File: config.mk
export PLATFORM = sky130hd
export DESIGN_NAME = registers
export DESIGN_NICKNAME = d
export VERILOG_FILES = /design/src/rtl/registers.sv
export SDC_FILE = /design/constraint.sdc
export NUM_CORES = 2
export LEC_CHECK = 0
export ABC_CLOCK_PERIOD_IN_PS = 5200
export BUFFER_PORTS_ARGS = -buffer_cell sky130_fd_sc_hd__buf_2
export CORE_MARGIN = 2
export CORE_UTILIZATION = 55
export CTS_CLUSTER_DIAMETER = 150
export DETAILED_ROUTE_END_ITERATION = 8
export GPL_ROUTABILITY_DRIVEN = 1
export PLACE_DENSITY_LB_ADDON = 0.12
export SLEW_MARGIN = 20
export SYNTH_ARGS = -nofsm -noshare
export SYNTH_HDL_FRONTEND = slang
export SYNTH_SLANG_ARGS = --single-unit
export TNS_END_PERCENT = 30
File: constraint.sdc
create_clock -name clock -period 5.2 [get_ports clock]
set_clock_uncertainty 0.1 [all_clocks]
set_input_delay 1.56 -clock clock [delete_from_list [all_inputs] [get_ports clock]]
set_output_delay 1.56 -clock clock [all_outputs]
set_load 0.01 [all_outputs]
File: src/rtl/registers.sv
// General-purpose register file: 2**ADDR_WIDTH registers of DATA_WIDTH bits.
// Two independent combinational read ports (A, B) and one synchronous
// write port (C). Register 0 is hardwired to zero. The reset is synchronous
// and active-low, and it takes priority over a write on the same edge.
module registers #(
   parameter int DATA_WIDTH = 32,
   parameter int ADDR_WIDTH = 5
) (
   input  logic                  clock,
   input  logic                  reset,
   input  logic                  ena,
   input  logic [ADDR_WIDTH-1:0] addra,
   output logic [DATA_WIDTH-1:0] dataa,
   input  logic                  enb,
   input  logic [ADDR_WIDTH-1:0] addrb,
   output logic [DATA_WIDTH-1:0] datab,
   input  logic                  enc,
   input  logic [ADDR_WIDTH-1:0] addrc,
   input  logic [DATA_WIDTH-1:0] datac
);

   localparam int DEPTH = 2 ** ADDR_WIDTH;

   logic [DATA_WIDTH-1:0] regsQ [DEPTH];
   logic [DATA_WIDTH-1:0] regsD [DEPTH];

   logic writeHit;

   // A write only lands when it is enabled and does not target register 0.
   always_comb begin
      writeHit = enc && (addrc != '0);
   end

   // Next-state view of the array: hold every entry, then overlay the write.
   always_comb begin
      for (int i = 0; i < DEPTH; i++) begin
         regsD[i] = regsQ[i];
      end
      if (writeHit) begin
         regsD[addrc] = datac;
      end
   end

   // Storage update: the synchronous reset clears everything and wins over a write.
   always_ff @(posedge clock) begin
      if (!reset) begin
         for (int i = 0; i < DEPTH; i++) begin
            regsQ[i] <= '0;
         end
      end else begin
         for (int i = 0; i < DEPTH; i++) begin
            regsQ[i] <= regsD[i];
         end
      end
   end

   // Port A read: zero when disabled or when addressing register 0. There is no write bypass.
   always_comb begin
      dataa = '0;
      if (ena && (addra != '0)) begin
         dataa = regsQ[addra];
      end
   end

   // Port B read: the same behaviour as port A, fully independent of it.
   always_comb begin
      datab = '0;
      if (enb && (addrb != '0)) begin
         datab = regsQ[addrb];
      end
   end

endmodule

==> results.ini <==
[power]
p_leak_nw=21.6
pwr-share-clk_pct=46.1
swShare_pct=25.6
seqPwrFrac_pct=43.8
power_density_nw_per_um2=290
power_mw=18.1
ir_drop_uv=283
p_int_mw=13.5
p_sw_mw=4.64
pwr-share-comb_pct=10.1

[logic_synthesis]
synth_compound_area_share_pct=18.3
synth_xor_area_share_pct=0
synth_top_family_by_area=multiplexers
synthSimpleGateAreaFrac_pct=15.9
avgSynthCellArea_sq_um=9.21
syn_nets=5887
synth_fa_ha_area_share_pct=0
postSynth.asyncResetShare_pct=0
synth_cells=5835
synth_seq_cells=1024
synthFlopType=dfxtp_1
synth.yosys.warnings=0
syn_area_sq_um=53700
ys_seq_area_share_pct=38.2
synth_edf_count=0
synth_mux_area_share_pct=22.9
synth.distinct_cells=40

[layout]
largest_registers=regsQ: 1024 flops
area_growth_pct=16.3
nets=5904
final_common_cell=nand2_1
final_cell_mix=nand2_1, dfxtp_1, a21boi_1
largest_reg_flops=1024
instances_no_fill=7231
fill_cells=7987
largest-register=regsQ
fin_area_sq_um=62500
layout-drive-gt1-share_pct=21.5
final_util_pct=64.6

[timing]
rsz0062_at_grt=yes
fin_crit_sh_pct=103
finalSetupViolations=35
timing.fmax_mhz=186
tightest_slew_ps=948
whs_ps=365
fin_ws_ps=-181
period_minus_slack_ps=5380
finalSetupTns_ps=-2110
slew_headroom_pct=36.5
drv_slew=0
hold_viol=0

[floorplanning]
die_area_sq_um=100000
num_rows=114
dieWidth_microns=317
start_util_pct=55.6
pin_count=116
core_sq_um=96700
die_h_microns=317

[global_routing]
grt_max_degree=142
overflow=0
grt.total_usage_pct=43.2
grt_first_pass_wirelength_mm=315
grtUsageMet3_pct=13.2
first_global_vias=46588
grt_antenna_before_repair=16
gr-usage-met1_pct=55.2
grt_util_met2_pct=63.8
busiest_layer=met2

[setup_path]
timing.rr.start=regsQ[15][7]
cp_common_cell=buf_16
arrival_ps=3720
reg2reg_slack_ps=4300
startpoint_type=input port
setup.worst_path.class=input port to primary output
crit_chain=buf_16 -> buf_16 -> buf_16 -> buf_4 -> o41ai_2 -> buf_12 -> buf_4 -> nor3_1 -> buf_2
cp_max_fo=23
critPathSlowestCell=o41ai_2
max_stage_delay_ps=600
worst-path-buf-inv=7
startpoint=addrb[1]
worst_ep_required_time_ps=3540
timing.rr.end=regsQ[15][7]
worst-r2r-cell-count=2
endpoint_kind=primary output
critical_path.top_delay_family=buffers and inverters

[cts]
cts_inserted_buffers=113
cts_tree=done
cts_hold_buf=0
cts_max_path_buffers=3
cts_sinks=1024
h-tree-depth=3
cts_root_buffer=clkbuf_16
clkLatencyLatePin_ps=720
clk_pin_slew_ps=60

[place]
pre_cts_slack_ps=-376
dpl.cell_count=6984
post-dp-hpwl_mm=136
gp_congestion=0.963
dpl_cell_area_sq_um=57500
io_buffers=115

[detailed_routing]
drt_wl_total_mm=221
dr.first_iter.drc_count=6906
via_count=49066
drt-vias-per-instance=6.79
first_pass_iters=9
routedWlPerCell_microns=30.5
drc=0
ant_nets=0

[min_path]
hold_path.class=flop to flop
hold_start=regsQ[30][29]
whs_endpoint=regsQ[30][29]
holdPathStages=2

[run]
drv_cap=0

[status]
violations=negative setup slack
status=finished with violations

-- cells in the mapped netlist, types with 2 or more instances --
cell / instances / area share [%]
a21boi_1: 742 / 10
and2_1: 37 / 0.43
or3b_2: 4 / 0.065
nand3b_1: 7 / 0.098
a21boi_0: 251 / 3.5
or3b_1: 2 / 0.033
buf_2: 48 / 0.45
buf_6: 13 / 0.27
a22o_1: 62 / 1.0
and3b_1: 5 / 0.081
a21oi_1: 32 / 0.30
a211oi_1: 31 / 0.43
clkbuf_1: 490 / 3.4
a22oi_1: 64 / 0.89
nand3_1: 3 / 0.028
o22ai_1: 64 / 0.75
nor2b_1: 4 / 0.047
and3_1: 3 / 0.035
dfxtp_1: 1024 / 38
nand2_1: 2020 / 14
o221ai_1: 31 / 0.51
nor3b_1: 4 / 0.056
mux2_2: 32 / 0.67
buf_4: 35 / 0.49
mux4_2: 417 / 17
a2111oi_0: 31 / 0.51
buf_1: 19 / 0.13
nor3_1: 66 / 0.61
mux2i_1: 254 / 4.7
nor2_1: 30 / 0.21
-- worst register-to-register path, stage by stage (launching register included) --
cell and delay (ps):
dfxtp_1 370, nand2_1 60, a21boi_0 270
-- power by group through the flow --
stage                     sequential (mW)  combinational (mW)  clock, mW
after CTS                            7.94                1.73       8.38
after detailed placement             8.12                1.65          0
final                                7.95                1.83       8.37
after floorplan                      8.10               0.962          0
after global placement               8.11                1.64          0
after global routing                 7.95                1.86       8.69
-- per-layer routing --
metal	share of wire, %	up-vias	wire, microns
met3	13	969	29100
li1	-	20500	-
met5	0.014	-	31
met4	7.1	6	15700
met2	43	3726	95700
met1	36	23865	80000
-- how the worst max path moves through the flow --
| stage | end | slack [ps] | cells past startpoint |
|---|---|---|---|
| after floorplan | dataa[13] | 240 | 6 |
| after global placement | dataa[0] | -350 | 8 |
| after detailed placement | dataa[2] | -380 | 8 |
| after CTS | datab[27] | -70 | 8 |
| after global routing | datab[13] | -120 | 11 |
| final | datab[3] | -180 | 9 |
-- area by class of cell --
class | count | area (sq um) | area share (%)
Multi-Input combinational cell | 4203 | 31400 | 50.3
Sequential cell | 1024 | 20500 | 32.8
Timing Repair Buffer | 508 | 5120 | 8.20
Clock buffer | 160 | 3290 | 5.26
Tap cell | 1276 | 1600 | 2.56
Clock inverter | 47 | 541 | 0.865
Antenna cell | 11 | 27.5 | 0.0441
Inverter | 2 | 7.51 | 0.0120
-- repair_timing --
| action | CTS | global route |
|---|---|---|
| gates resized for setup | 82 | 53 |
| pin swaps | 4 | 2 |
| gates cloned | 9 | 2 |
| buffers inserted | 10 | 8 |
| hold endpoints to repair | 0 | 0 |
| setup endpoints to repair | 61 | 49 |
-- cells by family (layout without fill, tap and decap cells) --
group,count (synthesis),after routing
other,0,11
buffers and inverters,608,717
muxes,703,703
and+or+nand+nor,2190,2190
DFF,1024,1024
AOI/OAI and AO/OA,1310,1310
Note: power is estimated with default switching activity, not from simulation.
